$ cat src/rtl/sort_controller.sv
// sort_controller: odd-even transposition sort sequencer (optional SORT_FINISH_HOLD_EN holds finish while sort_en stays high)
module sort_controller #(
  parameter int N  = 8,
  parameter int PW = $clog2(N)
) (
  input  logic clk,
  input  logic rst,
  input  logic sort_en,
  output logic sort_finish,
  output logic even_cmp_en,
  output logic even_L,
  output logic even_R,
  output logic odd_cmp_en,
  output logic odd_L,
  output logic odd_R
);
  typedef enum logic [1:0] {IDLE, CMP, WB, DONE} state_t;
  state_t state_q, state_d;
  logic [PW-1:0] phase_q, phase_d;
  logic last, odd;
  assign last = phase_q == PW'(N - 1);
  assign odd  = phase_q[0];
  // state and phase registers, cleared asynchronously while rst is low
  always_ff @(posedge clk or negedge rst) begin
    if (!rst) begin
      state_q <= IDLE;
      phase_q <= '0;
    end else begin
      state_q <= state_d;
      phase_q <= phase_d;
    end
  end
  // next state plus Moore decode of the strobes from registered state and phase
  always_comb begin
    state_d     = state_q;
    phase_d     = phase_q;
    sort_finish = state_q == DONE;
    even_cmp_en = state_q == CMP && !odd;
    odd_cmp_en  = state_q == CMP && odd;
    even_L      = state_q == WB && !odd;
    even_R      = state_q == WB && !odd;
    odd_L       = state_q == WB && odd;
    odd_R       = state_q == WB && odd;
    case (state_q)
      IDLE: begin
        phase_d = '0;
        state_d = sort_en ? CMP : IDLE;
      end
      CMP: state_d = WB;
      WB: begin
        state_d = last ? DONE : CMP;
        phase_d = last ? phase_q : phase_q + PW'(1);
      end
`ifdef SORT_FINISH_HOLD_EN
      DONE: state_d = sort_en ? DONE : IDLE;
`else
      DONE: state_d = IDLE;
`endif
      default: state_d = IDLE;
    endcase
  end
endmodule

$ cat config.mk
export PLATFORM = sky130hd
export DESIGN_NAME = sort_controller
export DESIGN_NICKNAME = d
export VERILOG_FILES = /design/src/rtl/sort_controller.sv
export SDC_FILE = /design/constraint.sdc
export NUM_CORES = 1
export LEC_CHECK = 0
export CORE_AREA = 4 4 41 43
export DETAILED_ROUTE_END_ITERATION = 6
export DIE_AREA = 0 0 45 47
export GPL_TIMING_DRIVEN = 1
export PLACE_DENSITY_LB_ADDON = 0.05
export SYNTH_ARGS = -nofsm -noshare
export SYNTH_HDL_FRONTEND = slang
export SYNTH_SLANG_ARGS = --single-unit
export TNS_END_PERCENT = 20
$ cat constraint.sdc
create_clock -name clk -period 1.9 [get_ports clk]
set_clock_uncertainty 0.2 [all_clocks]
set_input_delay 0.19 -clock clk [delete_from_list [all_inputs] [get_ports clk]]
set_output_delay 0.19 -clock clk [all_outputs]
set_load 0.05 [all_outputs]
==> results of run 1 <==
-- what timing repair did --
action	CTS	global route
hold buffers	1	0
hold endpoints to repair	5	0
setup endpoints to repair	0	0
-- critical path: stages (launching register included) --
cell and delay, ps:
dfrtp_1 580, nor3b_2 420, buf_12 190
-- power groups by stage --
stage               registers [mW]  logic, mW  clock network (mW)
floorplan                    0.175      0.367                   0
global placement             0.217      0.560                   0
detailed placement           0.222      0.572                   0
CTS                          0.220      0.575               0.130
global route                 0.228      0.590               0.140
finish                       0.220      0.564               0.123
-- cells in the final DEF (no fill, tap or decap) --
cell type / count
and3_1: 3
dlygate4sd3_1: 1
ha_1: 2
nor3b_2: 2
and2_1: 1
a221o_1: 2
buf_12: 7
dfrtp_1: 5
nand2_1: 1
clkbuf_4: 3
inv_2: 1
nand3b_1: 1
o21ai_1: 1
nand3_1: 2
clkdlybuf4s50_1: 2
nor3b_1: 2
nor2_1: 2
clkbuf_1: 1
or4b_1: 1
buf_4: 1
nor3_2: 1
-- how the worst min path moves through the flow --
stage	start	to	slack, ps	cells past startpoint
after detailed placement	rst	phase_q[2]	240	1
after floorplan	rst	phase_q[0]	-310	0
after global placement	rst	phase_q[0]	230	1
after global routing	sort_en	state_q[0]	300	3
final	sort_en	state_q[0]	310	3
after CTS	sort_en	state_q[0]	300	3
-- cell families (layout without fill, tap and decap cells) --
logic type	after synthesis	after routing	share of synthesized area [%]
buffers and inverters	5	16	9.35
and+or+nand+nor	16	16	33.7
DFF	5	5	40.7
adders and majority gates	2	2	8.13
AOI/OAI and AO/OA	3	3	8.13
-- registers in the layout, indices dropped and copies added, names as in the netlist --
signal / flops
phase_q: 3
state_q: 2
-- per-layer routing --
layer	share of wire (%)	track usage, %
met1	40	8.01
met2	55	12.7
met3	3.5	2.30
met4	0.85	8.77
met5	0	0
-- area by class of cell --
type	count	area, sq um
clock buffer	4	26.3
fill	140	786
inverter	1	3.75
multi-input combinational	21	164
sequential	5	125
tap	15	18.8
timing repair buffer	11	178
-- cell usage after synthesis, drive strengths merged --
cell type	n	area, sq um
a221o	2	20.0
and2	1	6.26
and3	3	18.8
buf	4	25.0
dfrtp	5	125
ha	2	25.0
inv	1	3.75
nand2	1	3.75
nand3	2	10.0
nand3b	1	7.51
nor2	2	7.51
nor3	1	5.00
nor3b	4	35.0
o21ai	1	5.00
or4b	1	10.0
-- metrics by stage --
stage               worst slack, ps  power [mW]  util (%)  hold WS (ps)  std cells
detailed placement              248       0.794      36.8           235         52
CTS                            55.5       0.925      39.6           302         57
global placement                260       0.777      36.8           234         52
global route                   6.91       0.958      39.6           299         57
floorplan                     -73.2       0.541         -          -306         31
finish                         75.0       0.907      39.6           306         57
==> out/results.txt, run 1 <==
# resized after CTS: 0
Die Y-Extent: 47 um
Worst ir drop on vdd: 0.000730 V
Nets: 48
CTS Buffer Depth: 2
Clock sinks: 5
First-pass GRT wire length: 1120 um
Final Cycle Share: 96.1%
Gp weighted congestion: 0.710
Port bufs: 9
P&R area growth vs syn: 67.5%
R2r startpoint: phase_q[1]
Final setup violation count: 0
Reg2Reg Depth: 4
Worst-Skew Late Latency: 240 ps
CP Capture Type: output port
Total global routing overflow: 0
Final HPWL DP: 545 um
RSZ-0062 raised after global routing: no
Max Fclk: 0.548 GHz
Clk pwr share: 13.6%
Vias after detailed routing: 260
Largest net degree at the start of global routing: 15
Critical path endpoint: even_R
Synth cell types: 17
Area post-placement: 479 sq um
Slew Limit Fails: 0
Initial antenna violation count: 0
Overall Global Routing Usage: 8.00%
Crit-path max FO: 14
DR iter-0 viols: 4
Number of global-route vias before repair: 251
Worst-path clk slew: 50 ps
Setup slack, reg-to-reg: 230 ps
Initial core utilization: 23.7%
HP Class: in -> reg
CP arrival: 1440 ps
Chip width: 45 um
Worst endpoint required time: 1510 ps
Setup crit start: state_q[1]
Core Rows: 13
Via/cell ratio: 4.56
Status: finished, final reports clean
CTS Buf Count: 3
Actual slew at the worst max-slew pin: 399 ps
YS warnings: 0
Design area: 515 sq um
LEAKAGE: 0.236 nW
Pwr/cell area: 1760 nW/um^2
Syn Std Cell Area: 308 sq um
Detailed Route WL: 707 um
Antenna cells: 0
Tmin final: 1830 ps
Max Cap Viol: 0
Register area share after synthesis: 40.7%
Setup TNS: 0 ps
Switching part of the total: 45.5%
Avg Cell Area, Syn: 9.93 sq um
Clock root buffer: clkbuf_4
Relative slew slack: 73.4%
#FFs+latches synth: 5
DRT Pass-1 Iters: 2
Core Box Area: 1300 sq um
Cell Int Power: 0.495 mW
H-Tree Depth: 1
Net Count, Synth: 36
Post-CTS setup buffer count: 0
DRC: 0
R2R Path End: phase_q[0]
CTS tree: yes
Comb pwr share: 62.1%
Final Hold Viols: 0
Wire per inst: 12.4 um
Post-DRT Antenna Nets: 0
Type of the worst setup path: reg -> out
Share of cells above drive strength 1: 35.7%
Ports: 10
Switching power: 0.412 mW
CP Launch Type: register
Die area: 2120 sq um
Synthesized instance count: 31
Flop pwr share: 24.3%
No activity file was read; power rests on OpenSTA's default activity.
==> run 2, diff against run 1 <==
Settings changed: SETUP_SLACK_MARGIN from default to 0.2.
==> out/results.txt, run 2 (synthesis results as in run 1) <==
Commonest non-fill, non-tap cell in the layout: buf_12
CP Launch Type: register
Multi-input gate area: 173 sq um
Port bufs: 9
Die Y-Extent: 47 um
Hold path depth: 3
CTS Buf Count: 3
Final core utilization: 40.5%
Final Hold Viols: 0
Share of cells above drive strength 1: 42.9%
Total global routing overflow: 0
HP Class: in -> reg
Met2 GRT Util: 12.7%
Largest net degree at the start of global routing: 15
CP Capture Type: output port
Core Rows: 13
Largest Register: phase_q
Overall Global Routing Usage: 8.00%
Worst-Skew Late Latency: 240 ps
P&R area growth vs syn: 71.1%
Design area: 527 sq um
Antenna cells: 0
Largest registers: phase_q: 3 flops, state_q: 2 flops
Number of global-route vias before repair: 251
Worst ir drop on vdd: 0.000721 V
DR iter-0 viols: 7
Grt met1 use: 8.01%
Type of the worst setup path: reg -> out
Chip width: 45 um
Most frequent cells in the layout: buf_12, and3_1, clkbuf_4, dfrtp_1
Wire per inst: 12.7 um
Slew Limit Fails: 0
Setup TNS: 0 ps
CTS tree: yes
Initial core utilization: 23.7%
Status: finished, final reports clean
Final setup violation count: 0
Gp weighted congestion: 0.710
DRT Pass-1 Iters: 2
Core Box Area: 1300 sq um
Largest register FFs: 3
Clock sinks: 5
Nets: 48
Final Cycle Share: 88.5%
LEAKAGE: 0.231 nW
Vias after detailed routing: 259
Relative slew slack: 81.5%
Filler cell count: 140
Actual slew at the worst max-slew pin: 277 ps
Crit-path max FO: 11
Reg2Reg Depth: 4
Total power: 0.931 mW
Area post-placement: 479 sq um
Detailed Route WL: 723 um
Global-route layer with the greatest usage: met2
Max Cap Viol: 0
Ports: 10
Die area: 2120 sq um
RSZ-0062 raised after global routing: yes
CTS Buffer Depth: 2
Reg area: 128 sq um
Max Fclk: 0.595 GHz
Tmin final: 1680 ps
Post-DRT Antenna Nets: 0
First-pass GRT wire length: 1120 um
Worst-path clk slew: 40 ps
Initial antenna violation count: 0
CP arrival: 1290 ps
Clock root buffer: clkbuf_4
Via/cell ratio: 4.54
DRC: 0
Final HPWL DP: 545 um
Pwr/cell area: 1770 nW/um^2
Routing usage on met3: 2.30%
H-Tree Depth: 1
Worst endpoint required time: 1510 ps
run 2: cell counts in the layout (fill, tap and decap cells not counted):
No cell type changed its count.
run 2: worst paths after layout:
kind / startpoint / to / slack [ps]
worst min-delay path: sort_en / state_q[0] / 300
worst max register to register: phase_q[1] / phase_q[0] / 280
worst max-delay path: state_q[0] / odd_R / 220
max in group asynchronous: rst / state_q[0] / 760
worst min register to register: phase_q[2] / phase_q[2] / 350
min in group asynchronous: rst / phase_q[1] / 520
run 2: layer usage:
metal / vias up / routed length (um)
li1: 133 / -
met1: 121 / 288
met2: 3 / 403
met3: 2 / 25
met4: 0 / 6
met5: - / 0
run 2: worst max-delay path, stage by stage, from the launching register on:
cell and delay [ps]:
dfrtp_2 490, inv_2 120, and3_1 280, buf_12 170
run 2: metrics by stage:
step                hold slack (ps)  setup WS, ps  std cells
floorplan                      -306         -73.2         31
detailed placement              235           248         52
finish                          303           218         57
global route                    295           155         57
CTS                             302           139         57
global placement                234           260         52
run 2: report_power, final:
group / total, mW / internal, mW / switching, mW
clock network: 0.123 / 0.0794 / 0.0440
registers: 0.228 / 0.148 / 0.0801
logic: 0.579 / 0.283 / 0.296
run 2: what timing repair did:
item,in CTS,in global routing
endpoints found under the hold margin,5,0
setup endpoints to repair,6,7
setup buffers,0,0
hold buffers,1,0
gates resized for setup,2,2
pin swaps,0,0
run 2: area by class of cell:
type / count / share of cell area (%)
tap: 15 / 3.56
inverter: 1 / 0.713
multi-input combinational: 21 / 32.8
timing repair buffer: 11 / 33.7
sequential: 5 / 24.2
clock buffer: 4 / 4.99
